`config.mk`:
```
export PLATFORM = sky130hd
export DESIGN_NAME = win_frame_ctrl
export DESIGN_NICKNAME = d
export VERILOG_FILES = /design/src/rtl/win_pkg.sv /design/src/rtl/win_delay_line.sv /design/src/rtl/win_frame_ctrl.sv
export SDC_FILE = /design/constraint.sdc
export NUM_CORES = 1
export LEC_CHECK = 0
export CORE_ASPECT_RATIO = 1.75
export CORE_MARGIN = 4
export CORE_UTILIZATION = 57
export CTS_BUF_LIST = sky130_fd_sc_hd__clkbuf_16
export DETAILED_ROUTE_END_ITERATION = 10
export PLACE_DENSITY = 0.84
export SETUP_SLACK_MARGIN = 0.5
export SYNTH_ARGS = -nofsm -noshare
export SYNTH_HDL_FRONTEND = slang
export SYNTH_SLANG_ARGS = --single-unit
export TNS_END_PERCENT = 50
```
`constraint.sdc`:
```
create_clock -name sclk -period 1.9 [get_ports sclk]
set_input_delay 0.38 -clock sclk [delete_from_list [all_inputs] [get_ports sclk]]
set_output_delay 0.38 -clock sclk [all_outputs]
set_load 0.005 [all_outputs]
```
`src/rtl/win_pkg.sv`:
```
// Shared FSM state type and default frame geometry for the window frame sequencer.
package win_pkg;

  typedef enum logic [1:0] {
    IDLE   = 2'd0,
    ACTIVE = 2'd1,
    DRAIN  = 2'd2,
    DONE   = 2'd3
  } win_state_e;

  localparam int IMG_W_DEF = 640;
  localparam int IMG_H_DEF = 480;
  localparam int COL_W_DEF = $clog2(IMG_W_DEF);
  localparam int ROW_W_DEF = $clog2(IMG_H_DEF);

endpackage

```
`src/rtl/win_delay_line.sv`:
```
// DEPTH-stage register chain for {flag, row, col}; latency DEPTH clocks, shifts every clock.
// No backpressure; flush zeroes every stage (including the incoming word) on the next edge.
module win_delay_line #(
  parameter int DEPTH = 6,
  parameter int W     = 20
) (
  input  logic         clk,
  input  logic         rst,
  input  logic         flush,
  input  logic [W-1:0] din,
  output logic [W-1:0] dout
);

  logic [DEPTH-1:0][W-1:0] stage_q;
  logic [DEPTH-1:0][W-1:0] stage_d;

  always_comb begin
    stage_d = '0;
    if (!flush) begin
      stage_d[0] = din;
      for (int i = 1; i < DEPTH; i++) begin
        stage_d[i] = stage_q[i-1];
      end
    end
  end

  always_ff @(posedge clk) begin
    if (rst) begin
      stage_q <= '0;
    end else begin
      stage_q <= stage_d;
    end
  end

  assign dout = stage_q[DEPTH-1];

endmodule

```
`src/rtl/win_frame_ctrl.sv`:
```
// Frame sequencer for the 3x3 median datapath; buf_* lag the input 1 clock, win_* lag buf_valid PIPE_LAT clocks.
// No backpressure. Define WIN_LINE_CHK_EN to add the sticky line_err output and window masking.
module win_frame_ctrl
  import win_pkg::*;
#(
  parameter int IMG_W    = IMG_W_DEF,
  parameter int IMG_H    = IMG_H_DEF,
  parameter int PIPE_LAT = 6,
  parameter int COL_W    = $clog2(IMG_W),
  parameter int ROW_W    = $clog2(IMG_H)
) (
  input  logic             sclk,
  input  logic             s_rst,
  input  logic             vsync,
  input  logic             pix_valid,
  input  logic [7:0]       pix_data,
  output logic [7:0]       buf_din,
  output logic             buf_valid,
  output logic             buf_vsync,
  output logic             win_valid,
  output logic [ROW_W-1:0] win_row,
  output logic [COL_W-1:0] win_col,
  output logic             frame_done,
`ifdef WIN_LINE_CHK_EN
  output logic             line_err,
`endif
  output logic             busy
);

  localparam int DL_W  = 1 + ROW_W + COL_W;
  localparam int DRN_W = $clog2(PIPE_LAT + 1);
  localparam logic [COL_W-1:0] LAST_COL = COL_W'(IMG_W - 1);
  localparam logic [ROW_W-1:0] LAST_ROW = ROW_W'(IMG_H - 1);
  localparam logic [DRN_W-1:0] DRN_INIT = DRN_W'(PIPE_LAT - 1);

  win_state_e       state_q, state_d;
  logic             vs_d_q, vs_d_d;
  logic [COL_W-1:0] col_q, col_d;
  logic [ROW_W-1:0] row_q, row_d;
  logic [DRN_W-1:0] drn_q, drn_d;
  logic [7:0]       buf_din_q, buf_din_d;
  logic             buf_valid_q, buf_valid_d;
  logic             buf_vsync_q, buf_vsync_d;
  logic             frame_done_q, frame_done_d;
  logic             busy_q, busy_d;
  logic [DL_W-1:0]  win_in_q, win_in_d;
  logic [DL_W-1:0]  win_out;
  logic             vs_rise, flush, restart, interior;
`ifdef WIN_LINE_CHK_EN
  logic             line_err_q, line_err_d;
`endif

  always_comb begin
    vs_d_d       = vsync;
    vs_rise      = vsync & ~vs_d_q;
    state_d      = state_q;
    col_d        = col_q;
    row_d        = row_q;
    drn_d        = drn_q;
    buf_din_d    = buf_din_q;
    buf_valid_d  = 1'b0;
    buf_vsync_d  = 1'b0;
    frame_done_d = 1'b0;
    win_in_d     = '0;
    flush        = 1'b0;
    restart      = 1'b0;
    interior     = (row_q >= ROW_W'(2)) && (col_q >= COL_W'(2));

    case (state_q)
      IDLE: begin
        if (vs_rise) restart = 1'b1;
      end
      ACTIVE: begin
        if (vs_rise) begin
          restart = 1'b1;
          flush   = 1'b1;
        end else if (pix_valid) begin
          buf_valid_d = 1'b1;
          buf_din_d   = pix_data;
          // Centre of the 3x3 window completed by this pixel.
          if (interior) win_in_d = {1'b1, row_q - ROW_W'(1), col_q - COL_W'(1)};
          if (col_q == LAST_COL) begin
            col_d = '0;
            if (row_q == LAST_ROW) begin
              row_d   = '0;
              drn_d   = DRN_INIT;
              state_d = DRAIN;
            end else begin
              row_d = row_q + ROW_W'(1);
            end
          end else begin
            col_d = col_q + COL_W'(1);
          end
        end
      end
      DRAIN: begin
        if (vs_rise) begin
          restart = 1'b1;
          flush   = 1'b1;
        end else if (drn_q == '0) begin
          state_d = DONE;
        end else begin
          drn_d = drn_q - DRN_W'(1);
        end
      end
      DONE: begin
        // The last window leaves the pipe this cycle, so frame_done follows it.
        frame_done_d = 1'b1;
        state_d      = IDLE;
        if (vs_rise) restart = 1'b1;
      end
      default: state_d = IDLE;
    endcase

    if (restart) begin
      state_d     = ACTIVE;
      col_d       = '0;
      row_d       = '0;
      buf_vsync_d = 1'b1;
    end
    busy_d = (state_d != IDLE);

`ifdef WIN_LINE_CHK_EN
    line_err_d = line_err_q;
    if (flush) begin
      line_err_d = 1'b1;
    end else if (restart) begin
      line_err_d = 1'b0;
    end else if (state_q == ACTIVE && !pix_valid && col_q != '0) begin
      line_err_d = 1'b1;
    end
`endif
  end

  always_ff @(posedge sclk) begin
    if (s_rst) begin
      state_q      <= IDLE;
      vs_d_q       <= 1'b0;
      col_q        <= '0;
      row_q        <= '0;
      drn_q        <= '0;
      buf_din_q    <= '0;
      buf_valid_q  <= 1'b0;
      buf_vsync_q  <= 1'b0;
      frame_done_q <= 1'b0;
      busy_q       <= 1'b0;
      win_in_q     <= '0;
`ifdef WIN_LINE_CHK_EN
      line_err_q   <= 1'b0;
`endif
    end else begin
      state_q      <= state_d;
      vs_d_q       <= vs_d_d;
      col_q        <= col_d;
      row_q        <= row_d;
      drn_q        <= drn_d;
      buf_din_q    <= buf_din_d;
      buf_valid_q  <= buf_valid_d;
      buf_vsync_q  <= buf_vsync_d;
      frame_done_q <= frame_done_d;
      busy_q       <= busy_d;
      win_in_q     <= win_in_d;
`ifdef WIN_LINE_CHK_EN
      line_err_q   <= line_err_d;
`endif
    end
  end

  win_delay_line #(
    .DEPTH (PIPE_LAT),
    .W     (DL_W)
  ) u_delay (
    .clk   (sclk),
    .rst   (s_rst),
    .flush (flush),
    .din   (win_in_q),
    .dout  (win_out)
  );

  assign buf_din    = buf_din_q;
  assign buf_valid  = buf_valid_q;
  assign buf_vsync  = buf_vsync_q;
  assign frame_done = frame_done_q;
  assign busy       = busy_q;

`ifdef WIN_LINE_CHK_EN
  assign line_err  = line_err_q;
  assign win_valid = win_out[DL_W-1] & ~line_err_q;
  assign win_row   = line_err_q ? '0 : win_out[COL_W +: ROW_W];
  assign win_col   = line_err_q ? '0 : win_out[0 +: COL_W];
`else
  assign win_valid = win_out[DL_W-1];
  assign win_row   = win_out[COL_W +: ROW_W];
  assign win_col   = win_out[0 +: COL_W];
`endif

endmodule

```
==> run metrics <==
share of the core filled with cells 80.7%; final setup violating endpoints 0; transition time at the pin with the least slew margin 411 ps; routed vias 4390; H-tree level count 4; final wirelength 15.8 mm; clock input transition at the sequential cells of the worst setup and hold paths roughly 60 ps; placement row count a little under 50; min Tclk post-route 1770 ps; Filler Cells Inserted 507; Max-Slew Margin vs Limit 72.5%; largest family of logic cells by synthesized area simple AND/OR/NAND/NOR gates; pin count of the biggest net entering global routing 35; final hold violation count 0; remaining routing DRC violations 0; number of enable flip-flop cells after synthesis 0; antenna violations before repair 0; fraction of synthesized area in multiplexers 0%; vias in the first global route 4328; most used cells in the layout excluding fill and tap cells 157 x dfxtp_1, 114 x and2_1, 47 x buf_4; HP Class in2reg; final weighted congestion in routability-driven placement between 0.8 and 0.9; P_int 5.73 mW; portion of the post-synthesis area used by sequential elements roughly three fifths; clock sink total 177; Inserted Clock Buffers 17; I/O Buffers between 40 and 50; Antenna Diode Count 0; max frequency 564 MHz; sw power 1.68 mW; first-iteration detailed-routing DRC count 202; clock latency on the worst-skew pair 420 ps; post-synthesis share of cell area spent on full adders, half adders and majority gates 2.74%; proportion of power drawn by flip-flops and latches about half; Final Slew Violations 0; simple-gate share of the synthesized area 24.8%; Worst Path Max Fanout 4; proportion of synthesized flip-flops having asynchronous set or reset 0%; die area 0.0122 mm²; Crit Path Class reg2reg; area share of xor/xnor cells in the synthesized design around 4.4%; combinational share of power around 6%; All-Layer GR Usage a little over a fifth; Yosys top cell by area dfxtp_1; Ports 44; leading register cell type out of synthesis dfxtp_1; residual antenna-violating net count after detailed routing 0; synth-to-layout area growth 39.2%; global-route wire length before repair just over 20 mm; maxcap violations 0; detailed-route wire length per cell approximately 20 µm; Initial Util 58.0%; DP HPWL 6.75 mm; layout cells sized above 1 33.9%; element type at the critical path end flop; RSZ-0062 raised after global routing yes; horizontal extent of the die 85.1 µm; CP required 2210 ps; post-synthesis average cell area between 10 and 15 µm²; setup skew after layout 9.73 ps; Vias/cell ~5.5; Lkg Pwr 3.55 nW; cell with the most instances on the worst path buf_4; Netlist cell types 43; clock tree from TritonCTS done; share of the synthesized area in the top cell type 59.7%; nature of the critical path startpoint flop; PwrDens 898 mW/mm²; Congestion Overflow GR 0; core box area 0.0102 mm²; Compound-Gate Fraction of Synth Area 2.76%; CP Cell Sequence nor4bb_4 -> buf_4 -> buf_4 -> buf_6 -> nand3_4 -> nor3_4 -> xnor2_2 -> nor2_2; Syn Std Cell Area slightly below 0.006 mm²; status completed; clk root buf clkbuf_16; critical path arrival ~2100 ps; clock network fraction of design power 43.7%; Seq cells post-synth 177; final net count just under 700; share of total power consumed by net switching 22.7%; Peak VDD IR 0.920 mV; leading cell type in the layout, fill and taps excluded dfxtp_1; maximum buffer depth of the clock tree 2; stage delay of the slowest cell on the critical path 370 ps; final clock period utilization by the worst path 93.3%; Post-Syn Nets 598; gate count of the mapped netlist 573; number of optimization iterations in the first detailed-route pass 5; Overall Power 7.42 mW; CP max stage cell dfxtp_4; synth top area cells dfxtp_1 60%, and2_1 13%, nor2_1 3.2%; Die Span Y between 100 and 150 µm; Warnings, synthesis 0
[worst max-delay path: cells and delay by family, from the launching register on]
family | cells | cell delay (ps)
DFF | 1 | 370
and+or+nand+nor | 4 | 770
xor gates and xnor gates | 1 | 140
buffers and inverters | 3 | 390
[final cells by class]
cell class,instances,area (µm²),share of cell area (%)
sequential,177,3590,43.5
timing repair buffer,120,1270,15.4
tap,127,159,1.92
clock buffer,17,425,5.15
clock inverter,15,120,1.45
multi-input combinational,333,2640,32.0
inverter,13,53.8,0.651
[Yosys cell counts, types with 2 or more instances]
| cell | number |
|---|---|
| and2_1 | 123 |
| nand4_1 | 6 |
| o21ai_0 | 2 |
| inv_1 | 13 |
| nand3b_1 | 2 |
| o31ai_1 | 3 |
| buf_2 | 6 |
| nand2_1 | 30 |
| clkbuf_1 | 22 |
| nand3_1 | 18 |
| xnor2_1 | 21 |
| dfxtp_1 | 177 |
| nor2b_1 | 3 |
| or3_1 | 3 |
| nor2_1 | 50 |
| xor2_1 | 9 |
| o211ai_1 | 2 |
| ha_1 | 13 |
| nor3_1 | 11 |
| a21oi_1 | 14 |
| buf_4 | 21 |
| nor4_1 | 3 |
[per-layer routing]
layer	GRT usage, %	vias to the layer above	routed length (µm)
li1	-	1977	-
met1	20.7	2142	5200
met2	41.0	187	8950
met3	5.37	84	641
met4	13.3	0	999
met5	0	-	0
[power by group through the flow]
stage	clock [mW]	sequential [mW]	combinational [mW]
2_1_floorplan	0	3.82	0.130
3_3_place_gp	0	3.82	0.228
3_5_place_dp	0	3.82	0.238
4_1_cts	3.22	3.73	0.298
5_1_grt	3.43	3.73	0.470
6_report	3.24	3.73	0.448
[through the flow]
step | setup WS (ps) | hold WS, ps | cell area (µm²) | cells | setup TNS, ps
6_report | 127 | 329 | 8260 | 802 | 0
5_1_grt | 70.4 | 335 | 8260 | 802 | 0
4_1_cts | 243 | 424 | 7610 | 777 | 0
3_5_place_dp | -110 | 410 | 6530 | 715 | -475
3_3_place_gp | -28.1 | 407 | 6530 | 715 | -55.1
2_1_floorplan | 297 | 406 | 6040 | 573 | 0
[flip-flops by register name, summed over array words and instances (netlist names), 2 cells and up]
| name | flops |
|---|---|
| u_delay.dout | 20 |
| row_q | 9 |
| u_delay.stage_q | 100 |
| drn_q | 3 |
| state_q | 2 |
| buf_din | 8 |
| win_in_q | 20 |
| col_q | 10 |
[logic make-up after synthesis]
logic type,count (synthesis)
xor gates and xnor gates,30
adders and majority gates,13
DFF,177
AOI/OAI and AO/OA,26
and+or+nand+nor,264
buffers and inverters,63
[path summary, 6_finish.rpt]
check	start	to	slack, ps	depth (start not counted)
hold reg to reg	u_delay.stage_q[93]	u_delay.dout[13]	420	1
setup reg to reg	col_q[9]	row_q[8]	130	8
hold / removal	vsync	vs_d_q	330	2
setup / recovery	col_q[9]	row_q[8]	130	8
[repair_timing]
action / in CTS / in global routing
gates cloned: 3 / 9
hold buffers: 0 / 0
setup buffers: 27 / 16
resized for setup: 116 / 81
endpoints found under the setup margin: 205 / 178
pin swaps: 38 / 33
No activity file was read; power rests on OpenSTA's default activity.
